$ cat src/rtl/fwd_pkg.sv
// Shared definitions for the forwarding / load-use hazard controller:
// operand-mux select codes, FSM states and shadow-stage metadata.
package fwd_pkg;

  localparam int unsigned REG_W = 5;
  localparam int unsigned SEL_W = 2;

  localparam logic [SEL_W-1:0] SEL_REGF = 2'b00;
  localparam logic [SEL_W-1:0] SEL_WB   = 2'b01;
  localparam logic [SEL_W-1:0] SEL_MEM  = 2'b10;

  typedef enum logic [0:0] {
    StRun,
    StLuStall
  } state_e;

  typedef struct packed {
    logic             valid;
    logic [REG_W-1:0] dst;
    logic             regwrite;
    logic             memread;
  } stage_t;

endpackage

$ cat src/rtl/fwd_match.sv
// Combinational comparator: does a shadow stage produce the register an ID operand reads?
module fwd_match
  import fwd_pkg::*;
(
  input  stage_t           stage,
  input  logic [REG_W-1:0] id_reg,
  input  logic             id_use,
  output logic             match
);

  // $0 is hardwired to zero, so a write to it never creates a dependence.
  assign match = stage.valid & stage.regwrite & (stage.dst != '0) &
                 (stage.dst == id_reg) & id_use;

endmodule

$ cat src/rtl/fwd_hazard_unit.sv
// Forwarding-select and load-use stall controller for the 5-stage pipeline.
// Tracks EX/MEM/WB destination metadata in a shadow pipeline.
module fwd_hazard_unit
  import fwd_pkg::*;
#(
  parameter int unsigned REG_W = fwd_pkg::REG_W,
  parameter int unsigned SEL_W = fwd_pkg::SEL_W
) (
  input  logic             clk,
  input  logic             reset,
  input  logic             id_valid,
  input  logic [REG_W-1:0] id_rs,
  input  logic [REG_W-1:0] id_rt,
  input  logic             id_use_rs,
  input  logic             id_use_rt,
  input  logic [REG_W-1:0] id_dst,
  input  logic             id_regwrite,
  input  logic             id_memread,
  input  logic             flush,
  output logic [SEL_W-1:0] fwd_a_sel,
  output logic [SEL_W-1:0] fwd_b_sel,
  output logic             stall,
  output logic             ex_bubble
);

  stage_t ex_q, mem_q, wb_q;
  stage_t ex_d;
  state_e state_q, state_d;
  logic [SEL_W-1:0] fwd_a_q, fwd_a_d, fwd_b_q, fwd_b_d;

  logic ex_rs_m, ex_rt_m, mem_rs_m, mem_rt_m;
  logic load_use, advance;

  fwd_match u_ex_rs (
    .stage  (ex_q),
    .id_reg (id_rs),
    .id_use (id_use_rs),
    .match  (ex_rs_m)
  );

  fwd_match u_ex_rt (
    .stage  (ex_q),
    .id_reg (id_rt),
    .id_use (id_use_rt),
    .match  (ex_rt_m)
  );

  fwd_match u_mem_rs (
    .stage  (mem_q),
    .id_reg (id_rs),
    .id_use (id_use_rs),
    .match  (mem_rs_m)
  );

  fwd_match u_mem_rt (
    .stage  (mem_q),
    .id_reg (id_rt),
    .id_use (id_use_rt),
    .match  (mem_rt_m)
  );

  assign load_use = (ex_rs_m | ex_rt_m) & ex_q.memread;

  always_comb begin
    state_d   = state_q;
    stall     = 1'b0;
    ex_bubble = 1'b0;
    ex_d      = '0;
    fwd_a_d   = SEL_REGF;
    fwd_b_d   = SEL_REGF;

    // Flush dominates: the ID instruction dies, so there is nothing to stall for.
    if (flush) begin
      ex_bubble = 1'b1;
      state_d   = StRun;
    end else begin
      unique case (state_q)
        StRun: begin
          if (load_use) begin
            stall     = 1'b1;
            ex_bubble = 1'b1;
            state_d   = StLuStall;
          end
        end
        StLuStall: state_d = StRun;
        default:   state_d = StRun;
      endcase
    end

    advance = id_valid & ~stall & ~flush;

    if (advance) begin
      ex_d.valid    = 1'b1;
      ex_d.dst      = id_dst;
      ex_d.regwrite = id_regwrite;
      ex_d.memread  = id_memread;
      // The nearer producer holds the newer value, so EX beats MEM.
      fwd_a_d = ex_rs_m ? SEL_MEM : (mem_rs_m ? SEL_WB : SEL_REGF);
      fwd_b_d = ex_rt_m ? SEL_MEM : (mem_rt_m ? SEL_WB : SEL_REGF);
    end
  end

  always_ff @(posedge clk) begin
    if (reset) begin
      ex_q    <= '0;
      mem_q   <= '0;
      wb_q    <= '0;
      state_q <= StRun;
      fwd_a_q <= SEL_REGF;
      fwd_b_q <= SEL_REGF;
    end else begin
      ex_q    <= ex_d;
      mem_q   <= ex_q;
      wb_q    <= mem_q;
      state_q <= state_d;
      fwd_a_q <= fwd_a_d;
      fwd_b_q <= fwd_b_d;
    end
  end

  assign fwd_a_sel = fwd_a_q;
  assign fwd_b_sel = fwd_b_q;

endmodule

$ cat config.mk
export PLATFORM = sky130hd
export DESIGN_NAME = fwd_hazard_unit
export DESIGN_NICKNAME = d
export VERILOG_FILES = /design/src/rtl/fwd_pkg.sv /design/src/rtl/fwd_match.sv /design/src/rtl/fwd_hazard_unit.sv
export SDC_FILE = /design/constraint.sdc
export NUM_CORES = 1
export LEC_CHECK = 0
export ABC_CLOCK_PERIOD_IN_PS = 4600
export BUFFER_PORTS_ARGS = -buffer_cell sky130_fd_sc_hd__buf_4
export CAP_MARGIN = 20
export CORE_MARGIN = 5
export CORE_UTILIZATION = 35
export CTS_CLUSTER_DIAMETER = 40
export DETAILED_ROUTE_END_ITERATION = 12
export GPL_TIMING_DRIVEN = 0
export PLACE_DENSITY = 0.59
export SLEW_MARGIN = 30
export SYNTH_ARGS = -nofsm -noshare
export SYNTH_HDL_FRONTEND = slang
export SYNTH_SLANG_ARGS = --single-unit
$ cat constraint.sdc
create_clock -name clk -period 4.6 [get_ports clk]
set_clock_uncertainty 0.2 [all_clocks]
set_input_delay 0.23 -clock clk [delete_from_list [all_inputs] [get_ports clk]]
set_output_delay 0.23 -clock clk [all_outputs]
set_load 0.02 [all_outputs]
## After elaboration in Yosys (flattened, before gate mapping)

Cells that the tools add are included.
W data, S select, Z words.

- Equality and inequality tests: 4
- Multiplexer cells: 10
- Bitwise operators: 20
- Reductions and logical operators: 6

Operators with widths:

| kind | count |
|---|---|
| $eq A5 B5 Y1 | 4 |
| $and A1 B1 Y1 | 15 |
| $reduce_bool A5 Y1 | 2 |
| $mux W8 | 1 |
| $mux W1 | 6 |
| $reduce_or A3 Y1 | 2 |
| $mux W2 | 2 |
| $not A1 Y1 | 4 |
| $reduce_or A2 Y1 | 2 |
| $pmux W1 S2 | 1 |
| $or A1 B1 Y1 | 1 |

- Register bits after elaboration: 20
- Input bits: 23
- Output and inout port bits: 6
- Word-level logic and storage cells: 52

## Longest topological paths before layout

Gate-level depths: netlist of the first run.

- Depth in word-level cells: 14
- Depth in mapped cells: 4
- Gate-level depth less buffers: 4

## Cells and area by module

A second synthesis of the first run with hierarchy kept.

- Cell total of the unflattened synthesis: 100
- Area, all modules: 1048.5 sq um

Modules (own cells, without submodules):

| module | instances | cells each | area each (sq um) | sequential area each (sq um) |
|---|---|---|---|---|
| fwd_hazard_unit | 1 | 60 | 733.2 | 420.4 |
| fwd_match | 4 | 10 | 78.8 | 0.0 |

## Worst setup path after synthesis of the first run

No wires, ideal clock.

- Kind: register to output
- From: register ex_q[2] in the netlist's numbering
- To: output stall
- Arrival: 1.446 ns
- Required time: 4.170 ns
- Setup slack: 2.724 ns
- Cell stages (with the launch flop): 5
- Path buffers: 0
- Path through: dfxtp_1 > xnor2_1 > nand4_1 > o22a_1 > nor3_1

- Longest elaborated chain between the ends: 9
- Elaborated cells on any way between the ends: 13
- Those cells by class: eq/ne: 2; mux: 3; bitwise: 7; reduce/logical: 1

Ends and longest elaborated chain:

| item | RTL line | text |
|---|---|---|
| from (decl) | fwd_hazard_unit.sv:26 | `stage_t ex_q, mem_q, wb_q;` |
| from (signal assigned) | fwd_hazard_unit.sv:105 | `ex_q <= '0;` |
| from (signal assigned) | fwd_hazard_unit.sv:112 | `ex_q <= ex_d;` |
| $reduce_bool A5 Y1 | fwd_match.sv:12 | `assign match = stage.valid & stage.regwrite & (stage.dst != '0) &` |
| $and A1 B1 Y1 (2 in series) | fwd_match.sv:12 |  |
| $and A1 B1 Y1 | fwd_match.sv:13 | `(stage.dst == id_reg) & id_use;` |
| $or A1 B1 Y1 (*) | fwd_hazard_unit.sv:62 | `assign load_use = (ex_rs_m \| ex_rt_m) & ex_q.memread;` |
| $and A1 B1 Y1 (*) | fwd_hazard_unit.sv:62 |  |
| $mux W1 (*) | fwd_hazard_unit.sv:79 | `if (load_use) begin` |
| $mux W1 (*) | fwd_hazard_unit.sv:77 | `unique case (state_q)` |
| $mux W1 (*) | fwd_hazard_unit.sv:73 | `if (flush) begin` |
| to (decl) | fwd_hazard_unit.sv:22 | `output logic stall,` |

Every way passes the cells marked *; elsewhere a longest branch is shown, timed or not.

## Worst setup path in the final report of the first run

- From: register ex_q[3] in the netlist's numbering
- To: output ex_bubble

- Longest elaborated chain between the ends: 9
- Elaborated cells on any way between the ends: 13
- Those cells by class: eq/ne: 2; mux: 3; bitwise: 7; reduce/logical: 1

Ends and longest elaborated chain:

| item | RTL line | text |
|---|---|---|
| $reduce_bool A5 Y1 | fwd_match.sv:12 |  |
| $and A1 B1 Y1 (2 in series) | fwd_match.sv:12 |  |
| $and A1 B1 Y1 | fwd_match.sv:13 |  |
| $or A1 B1 Y1 (*) | fwd_hazard_unit.sv:62 |  |
| $and A1 B1 Y1 (*) | fwd_hazard_unit.sv:62 |  |
| $mux W1 (*) | fwd_hazard_unit.sv:79 |  |
| $mux W1 (*) | fwd_hazard_unit.sv:77 |  |
| $mux W1 (*) | fwd_hazard_unit.sv:73 |  |
| to (decl) | fwd_hazard_unit.sv:23 | `output logic ex_bubble` |

Marks and branches as above.

==> impl_metrics.csv, run 1 <==
group,metric,value,unit
power,p_per_area,247.8,nW/µm²
floorplan,die_h,61.23,µm
placed_design,hpwl,1614,µm
critical_path,reg2reg_to,"state_q",
floorplan,io_pins,29,
floorplan,die_w,61.23,µm
critical_path,r2r_cells,5,
critical_path,path_buf_inv,1,
cells_and_area,layout-area-overhead-vs-synth,42.92,%
floorplan,start_util,36.74,%
cts,cts_buffers,3,
synthesis,syn_area,918.4,µm²
grt,antenna_found_initial,0,
cells_and_area,antenna_cells,0,
route,drtIter0Drc,18,
flow_run,drv_cap,0,
cts,ctsHtreeMaxLevel,1,
critical_path,rrSetupSlack,2.37,ns
cts,cts_tree,"done",
grt,grt_overflow_total,0,
critical_path,crit_path_start_kind,"flip-flop",
critical_path,arrival,1.92,ns
critical_path,worst-path-max-fanout,9,
route,drc_errors,0,
grt,grt_usage,11.79,%
outcome,status,"complete, no violations",
critical_path,worstPathCellList,"or4_4 > o211ai_4 > nor2_2 > a21o_1 > buf_4",
synthesis,netlist_instances,91,
cells_and_area,drive_gt1_share,30.60,%
critical_path,worst_setup_path_end_kind,"primary output",
sta,fmax,0.4250,GHz
grt,grt_max_degree,12,
synthesis,synth.yosys.seq_area_share,43.60,%
placed_design,place_area,1166,µm²
sta,finalCritPeriodShare,51.15,%
route,via_per_inst,4.695,
cells_and_area,design_area,1313,µm²
floorplan,core_area,2500,µm²
floorplan,die_area,3749,µm²
cts,post-cts-setup-buffers,0,
sta,setup_ws,2.247,ns
sta,holdWs,0.01143,ns
hold_path,holdCritPathClass,"in -> reg",
sta,relSlewSlack,72.93,%
critical_path,slowest_delay,0.56,ns
cts,clk_pin_slew_worst_paths,0.11,ns
route,vias,770,
critical_path,criticalPathCategory,"reg -> out",
critical_path,cpMaxStageDelayCell,"or4_4",
cts,root_buffer,"clkbuf_4",
sta,maxSlewViolCount,0,
sta,final-setup-viol-count,0,
synthesis,yosys_warnings,0,
sta,finalCriticalPeriod,2.353,ns
synthesis,syn_nets,114,
grt,first_global_vias,777,
critical_path,cp.required,4.17,ns
floorplan,rows,18,
hold_path,min_from,"id_use_rs",
sta,worst_pin_slew,0.4061,ns
cts,cts_resized,0,
power,power.leakage,0.5409,nW
cells_and_area,fillers,231,
route,dr.pass1.iters,4,
critical_path,crit_family,"simple AND/OR/NAND/NOR gates",
sta,final_hold_viol_count,0,
sta,rsz0062_at_grt,"no",
cells_and_area,multi_input_area,514.2,µm²
route,avgRoutedWirePerCell,12.35,µm
cells_and_area,final_nets,158,
synthesis,synth_cell_types,25,
synthesis,ys_seq_elements,20,
route,antenna_left,0,
route,routed_wl,2026,µm
cts,clk_latency,0.29,ns
placed_design,port_buffers,28,
power,peakVddDrop,0.1599,mV
cells_and_area,seq_area,400.4,µm²
hold_path,whs_path_depth,3,
critical_path,rr_startpoint,"ex_q[3]",
hold_path,min_to,"fwd_a_sel[0]",
sta,tns,0,ns
synthesis,avgSynthCellArea,10.09,µm²
cts,cts_buffer_depth,2,
placed_design,gp_congestion,0.7054,
placed_design,dp_slack,2.555,ns
cts,cts_num_sinks,20,
grt,grt_pass1_wl,3208,µm
==> synth_stat cells <==
cell / number / share of area, %
o22a_1: 1 / 0.95
a211oi_2: 2 / 2.7
o211ai_4: 1 / 2.3
nand2_1: 9 / 3.7
nor3b_1: 1 / 0.82
nor3_1: 1 / 0.54
dfxtp_1: 20 / 44
a21boi_1: 1 / 0.82
nor2b_1: 8 / 5.4
nor3_2: 2 / 2.2
or4_1: 1 / 0.82
a21oi_1: 7 / 3.8
nor4_1: 3 / 2.0
or2_2: 1 / 0.68
or4_4: 1 / 1.2
xnor2_1: 12 / 11
o2111a_1: 1 / 1.2
o22ai_2: 1 / 1.4
clkbuf_1: 1 / 0.41
a21o_1: 1 / 0.82
xor2_1: 8 / 7.6
nand2b_1: 1 / 0.68
nor2_2: 1 / 0.68
nand4_1: 4 / 2.7
and3_1: 2 / 1.4
==> report_power, final <==
part | switching, mW | leakage, nW | internal (mW)
combinational | 0.0184 | 0.358 | 0.0298
clock | 0.0492 | 0.0210 | 0.0481
sequential | 0.00340 | 0.162 | 0.176
total | 0.0710 | 0.541 | 0.254
==> repair_timing <==
| action | CTS | global route |
|---|---|---|
| endpoints found under the setup margin | 0 | 0 |
| endpoints found under the hold margin | 15 | 1 |
| hold buffers | 10 | 1 |
==> cell type report <==
type / count / area share [%]
multi-input combinational: 70 / 39.18
sequential: 20 / 30.51
timing repair buffer: 39 / 24.40
tap: 30 / 2.860
clock buffer: 4 / 2.765
buffer: 1 / 0.2860
==> sequential cells by signal, summed over array words and instances (netlist names) <==
signal     cells
fwd_a_sel      2
mem_q          7
ex_q           8
state_q        1
fwd_b_sel      2
==> per-stage QoR <==
step | std cells | total power, mW | utilization, %
finish | 164 | 0.3252 | 52.50
global route | 164 | 0.3394 | 52.50
CTS | 163 | 0.3277 | 52.10
detailed placement | 149 | 0.2256 | 46.65
global placement | 149 | 0.2251 | 46.65
floorplan | 91 | 0.2027 | -
==> cell usage in the layout, fill, tap and decap left out, drive strengths merged <==
cell type    count
o22a             1
nor3b            1
nor3             3
dfxtp           20
o2111a           1
clkbuf           5
o211ai           1
a21o             1
xor2             8
a21boi           1
dlygate4sd3     11
o22ai            1
nand2            9
or4              2
nand4            4
buf             28
nor2             1
a21oi            7
nand2b           1
or2              1
nor4             3
a211oi           2
nor2b            8
xnor2           12
and3             2
==> layer usage <==
metal,share of wire (%),up-vias,routed length (µm),track usage (%)
li1,-,405,-,-
met1,43,348,871,13.39
met2,51,15,1027,21.15
met3,5.5,2,112,3.354
met4,0.74,0,15,3.715
met5,0,-,0,0
==> worst max-delay path by stage <==
stage / slack [ns] / endpoint / from / cells after the start
6_report: 2.25 / ex_bubble / ex_q[3] / 5
5_1_grt: 2.16 / ex_bubble / ex_q[3] / 5
4_1_cts: 2.23 / ex_bubble / ex_q[3] / 5
3_5_place_dp: 2.56 / ex_bubble / ex_q[3] / 5
3_3_place_gp: 2.57 / ex_bubble / ex_q[3] / 5
2_1_floorplan: 2.72 / stall / ex_q[2] / 4
==> tightest hold or removal path, stage by stage <==
cell      delay [ns]
buf_4           0.11
nand4_1         0.08
a211oi_2        0.04
==> cells by family (layout without fill, tap and decap cells) <==
group | after synthesis | after routing | share of synthesized area [%]
compound gates | 15 | 15 | 14.03
xor+xnor | 20 | 20 | 19.07
flops | 20 | 20 | 43.60
simple gates | 35 | 35 | 22.89
buf+inv | 1 | 44 | 0.4083
No activity file was read; power rests on OpenSTA's default activity.
==> run 2, diff against run 1 <==
- ABC_CLOCK_PERIOD_IN_PS: 4600 -> 2300
- clock period: 4.6 -> 2.3 ns (I/O delays scaled with it)
==> impl_metrics.csv, run 2 (synthesized netlist as in run 1, its figures left out) <==
group,metric,value,unit
cells_and_area,final_cell_mix,"buf_4, dfxtp_1, dlygate4sd3_1, xnor2_1, nand2_1",
route,top_layer,"met4",
critical_path,cp.required,1.99,ns
floorplan,rows,18,
cells_and_area,mostFrequentLayoutCell,"buf_4",
cts,cts_tree,"done",
cells_and_area,largestRegisters,"ex_q (8), mem_q (7)",
route,drtIter0Drc,14,
cts,clk_latency,0.29,ns
critical_path,arrival,1.93,ns
critical_path,worstPathCellList,"or4_4 > o211ai_4 > nor2_2 > a21o_1 > buf_4",
grt,grt_overflow_total,0,
grt,antenna_found_initial,0,
sta,fmax,0.4456,GHz
cells_and_area,final_nets,163,
placed_design,port_buffers,28,
hold_path,min_from,"id_rs[2]",
sta,final_hold_viol_count,0,
sta,finalCriticalPeriod,2.244,ns
cells_and_area,fillers,225,
power,power,653.0,µW
power,p_per_area,481.0,nW/µm²
route,via_per_inst,4.657,
grt,grt_pass1_wl,3277,µm
cts,cts_buffer_depth,2,
floorplan,die_w,61.23,µm
hold_path,whs_path_depth,5,
critical_path,rr_startpoint,"ex_q[4]",
critical_path,criticalPathCategory,"reg -> out",
floorplan,core_area,2500,µm²
flow_run,drv_cap,0,
route,route.layer.met1.wl,918,µm
cells_and_area,seq_area,400.4,µm²
cts,cts_resized,0,
cts,clk_pin_slew_worst_paths,0.11,ns
hold_path,min_to,"fwd_a_sel[0]",
placed_design,dp_cells,149,
critical_path,crit_family,"simple AND/OR/NAND/NOR gates",
grt,grt_usage,12.05,%
cells_and_area,finalNonFillerCells,169,
cells_and_area,antenna_cells,0,
route,dr_wl_met2,1056,µm
cts,cts_num_sinks,20,
route,drc_errors,0,
power,power.leakage,0.5561,nW
grt,first_global_vias,796,
cts,cts_buffers,3,
cts,root_buffer,"clkbuf_4",
route,vias,787,
sta,finalCritPeriodShare,97.58,%
floorplan,die_area,3749,µm²
critical_path,reg2reg_to,"state_q",
cells_and_area,layout-area-overhead-vs-synth,47.82,%
floorplan,start_util,36.74,%
critical_path,path_buf_inv,1,
sta,final-setup-viol-count,0,
cells_and_area,utilization,54.30,%
cells_and_area,largest_register_ffs,8,
hold_path,holdCritPathClass,"in -> reg",
placed_design,hpwl,1614,µm
sta,maxSlewViolCount,0,
route,routed_wl,2097,µm
cts,ctsHtreeMaxLevel,1,
grt,grt_max_degree,12,
critical_path,slowest_delay,0.54,ns
critical_path,crit_path_start_kind,"flip-flop",
cells_and_area,largest-register,"ex_q",
critical_path,worst_setup_path_end_kind,"primary output",
critical_path,rrSetupSlack,0.07,ns
route,met3_length,106,µm
floorplan,io_pins,29,
critical_path,worst-path-max-fanout,9,
floorplan,die_h,61.23,µm
critical_path,cp_num_cells,5,
route,avgRoutedWirePerCell,12.41,µm
critical_path,r2r_cells,5,
route,antenna_left,0,
sta,worst_pin_slew,0.4095,ns
critical_path,cpMaxStageDelayCell,"or4_4",
route,dr.pass1.iters,4,
placed_design,gp_congestion,0.7054,
cells_and_area,multi_input_area,514.2,µm²
outcome,status,"complete, no violations",
sta,rsz0062_at_grt,"yes",
sta,relSlewSlack,72.70,%
power,peakVddDrop,0.3233,mV
cells_and_area,drive_gt1_share,30.94,%
## run 2: cell count changes in the layout (fill, tap and decap cells not counted), sizes merged
cell         before  now
dlygate4sd3      11   14
buf              28   30
## run 2: worst max path at each step
stage / from / end / slack (ns)
3_5_place_dp: ex_q[3] / ex_bubble / 0.37
4_1_cts: ex_q[3] / ex_bubble / 0.04
2_1_floorplan: ex_q[2] / stall / 0.54
6_report: ex_q[4] / ex_bubble / 0.06
3_3_place_gp: ex_q[3] / ex_bubble / 0.38
5_1_grt: ex_q[3] / ex_bubble / -0.02
## run 2: per-layer routing
layer  vias to the layer above  track usage, %
li1                        415               -
met1                       355           13.52
met2                        15           22.05
met3                         2           3.145
met4                         0           3.715
met5                         -               0
## run 2: repair_timing
action,CTS,global route
setup endpoints to repair,0,1
hold endpoints to repair,17,0
buffers inserted,0,2
hold buffers,14,0
## run 2: stage by stage
stage	hold slack [ns]	setup WS (ns)	cell area [µm²]	setup TNS, ns
5_1_grt	0.1668	-0.01655	1358	-0.01655
4_1_cts	0.1440	0.04084	1343	0
3_3_place_gp	0.1070	0.3816	1166	0
2_1_floorplan	-0.01339	0.5391	918.4	0
6_report	0.1424	0.05572	1358	0
3_5_place_dp	0.1116	0.3702	1166	0
## run 2: area by class of cell
cell class / instances / area share (%)
Buffer: 1 / 0.2765
Clock buffer: 4 / 2.673
Multi-Input combinational cell: 70 / 37.88
Sequential cell: 20 / 29.49
Tap cell: 30 / 2.765
Timing Repair Buffer: 44 / 26.91
## run 2: power breakdown
group / switching, mW / internal, mW
logic: 0.0375 / 0.0609
clock network: 0.0991 / 0.0963
registers: 0.00689 / 0.352
total: 0.143 / 0.510
## run 2: worst reg2reg max path, stage by stage, from the launching register on
cell and delay, ns:
dfxtp_1 0.38, or4_4 0.55, o211ai_4 0.25, or2_2 0.17, nor4_1 0.04, dlygate4sd3_1 0.55
==> run 3, diff against run 2 <==
- PLACE_DENSITY: 0.59 -> 0.58
- SYNTH_HIERARCHICAL: not set -> 1
==> impl_metrics.csv, run 3 <==
group,metric,value,unit
outcome,status,"complete, no violations",
route,antenna_left,0,
critical_path,rrSetupSlack,0.32,ns
power,p_per_area,435.4,nW/µm²
grt,grt_overflow_total,0,
floorplan,die_h,64.01,µm
floorplan,start_util,36.71,%
route,drtIter0Drc,39,
sta,final-setup-viol-count,0,
synthesis,netlist_instances,98,
critical_path,cp.required,1.99,ns
hold_path,holdCritPathClass,"in -> reg",
critical_path,rr_startpoint,"ex_q[5]",
cts,clk_pin_slew_worst_paths,0.11,ns
placed_design,dp_cells,157,
power,internal_power,518.1,µW
cells_and_area,design_area,1550,µm²
critical_path,r2r_cells,8,
sta,maxSlewViolCount,0,
power,peakVddDrop,0.2530,mV
cells_and_area,mostFrequentLayoutCell,"buf_4",
power,p_comb_share,18.4,%
cells_and_area,largestRegisters,"ex_q (8), mem_q (7)",
cts,cts_num_sinks,20,
cells_and_area,largest_register_ffs,8,
cells_and_area,finalNonFillerCells,176,
synthesis,syn_nets,121,
route,drc_errors,0,
cts,cts_buffer_depth,2,
cts,ctsHtreeMaxLevel,1,
cts,root_buffer,"clkbuf_4",
cells_and_area,final_cell_mix,"buf_4, dfxtp_1, inv_1, dlygate4sd3_1",
cells_and_area,drive_gt1_share,45.52,%
sta,final_hold_viol_count,0,
cts,clk_latency,0.29,ns
placed_design,port_buffers,28,
sta,relSlewSlack,74.13,%
sta,holdWs,0.02903,ns
cells_and_area,fillers,248,
floorplan,io_pins,29,
route,avgRoutedWirePerCell,13.20,µm
sta,tns,0,ns
critical_path,worst_setup_path_end_kind,"primary output",
floorplan,die_area,4097,µm²
grt,grt_usage,11.55,%
grt,grt_max_degree,12,
hold_path,whs_path_depth,5,
power,power.leakage,0.6425,nW
critical_path,cpMaxStageDelayCell,"dfxtp_4",
floorplan,die_w,64.01,µm
placed_design,hpwl,1743,µm
sta,worst_pin_slew,0.3870,ns
flow_run,drv_cap,0,
grt,grt_pass1_wl,3843,µm
cells_and_area,layout-area-overhead-vs-synth,51.84,%
sta,setup_ws,0.08263,ns
floorplan,core_area,2781,µm²
cells_and_area,largest-register,"ex_q",
power,switchingPower,156.8,µW
sta,finalCritPeriodShare,96.41,%
route,via_per_inst,4.818,
placed_design,dp_slack,-0.3063,ns
critical_path,arrival,1.90,ns
critical_path,slowest_delay,0.36,ns
critical_path,reg2reg_to,"state_q",
synthesis,avgSynthCellArea,10.42,µm²
cts,cts_tree,"done",
critical_path,crit_family,"compound AO/OA/AOI/OAI gates",
cells_and_area,utilization,55.74,%
critical_path,criticalPathCategory,"reg -> out",
power,seqPwrFrac,52.9,%
synthesis,yosys_warnings,6,
power,clockPowerShare,28.7,%
route,vias,848,
floorplan,rows,19,
hold_path,min_to,"fwd_b_sel[0]",
cts,cts_buffers,3,
placed_design,gp_congestion,0.6934,
cells_and_area,antenna_cells,0,
critical_path,crit_path_start_kind,"flip-flop",
cells_and_area,final_nets,169,
placed_design,place_area,1270,µm²
sta,finalCriticalPeriod,2.217,ns
synthesis,syn_area,1021,µm²
grt,first_global_vias,848,
grt,antenna_found_initial,0,
route,routed_wl,2323,µm
route,dr.pass1.iters,3,
critical_path,worstPathCellList,"buf_4 > xnor2_2 > nand3_2 > a2111oi_4 > or2_4 > buf_8 > a21o_1 > buf_6",
hold_path,min_from,"id_rt[4]",
critical_path,path_buf_inv,3,
sta,fmax,0.4510,GHz
power,power,674.9,µW
critical_path,worst-path-max-fanout,3,
power,p_sw_share,23.24,%
==> run 3: power groups by stage <==
| stage | Clock (mW) | Combinational (mW) | Sequential, mW |
|---|---|---|---|
| finish | 0.194 | 0.124 | 0.357 |
| global placement | 0 | 0.0928 | 0.366 |
| global route | 0.218 | 0.134 | 0.358 |
| detailed placement | 0 | 0.0941 | 0.367 |
| CTS | 0.203 | 0.118 | 0.358 |
| floorplan | 0 | 0.0458 | 0.365 |
==> run 3: worst min-delay path, cell delays in order <==
cell and delay, ns:
buf_4 0.13, nand2_1 0.06, a2111oi_1 0.07, inv_1 0.07, a2111oi_2 0.04
==> run 3: final cells by class <==
class | count | area (µm²) | area share (%)
inverter | 9 | 33.78 | 2.179
buffer | 3 | 31.28 | 2.018
timing repair buffer | 43 | 349.1 | 22.52
clock buffer | 4 | 36.28 | 2.341
tap | 31 | 38.79 | 2.502
multi-input combinational | 66 | 653.1 | 42.13
sequential | 20 | 407.9 | 26.31
==> run 3: per-layer routing <==
layer / track usage [%] / share of wire, % / vias up
li1: - / - / 438
met1: 14.71 / 46 / 390
met2: 18.72 / 47 / 18
met3: 3.152 / 6.3 / 2
met4: 3.896 / 0.73 / 0
met5: 0 / 0 / -
==> run 3: repair_timing <==
item / in CTS / in global routing
pin swaps: 4 / 7
gates cloned: 0 / 0
hold endpoints to repair: 17 / 0
resized for setup: 15 / 4
setup endpoints to repair: 11 / 1
hold buffers: 9 / 0
buffers inserted: 3 / 3
==> run 3: worst max-delay path by stage <==
stage | from | end | slack (ns) | depth (start not counted)
final | ex_q[5] | ex_bubble | 0.08 | 8
after global routing | ex_q[5] | ex_bubble | -0.01 | 8
after CTS | ex_q[5] | ex_bubble | 0.02 | 8
after detailed placement | ex_q[5] | ex_bubble | -0.31 | 7
after global placement | ex_q[5] | ex_bubble | -0.28 | 7
after floorplan | ex_q[5] | ex_bubble | 0.05 | 6
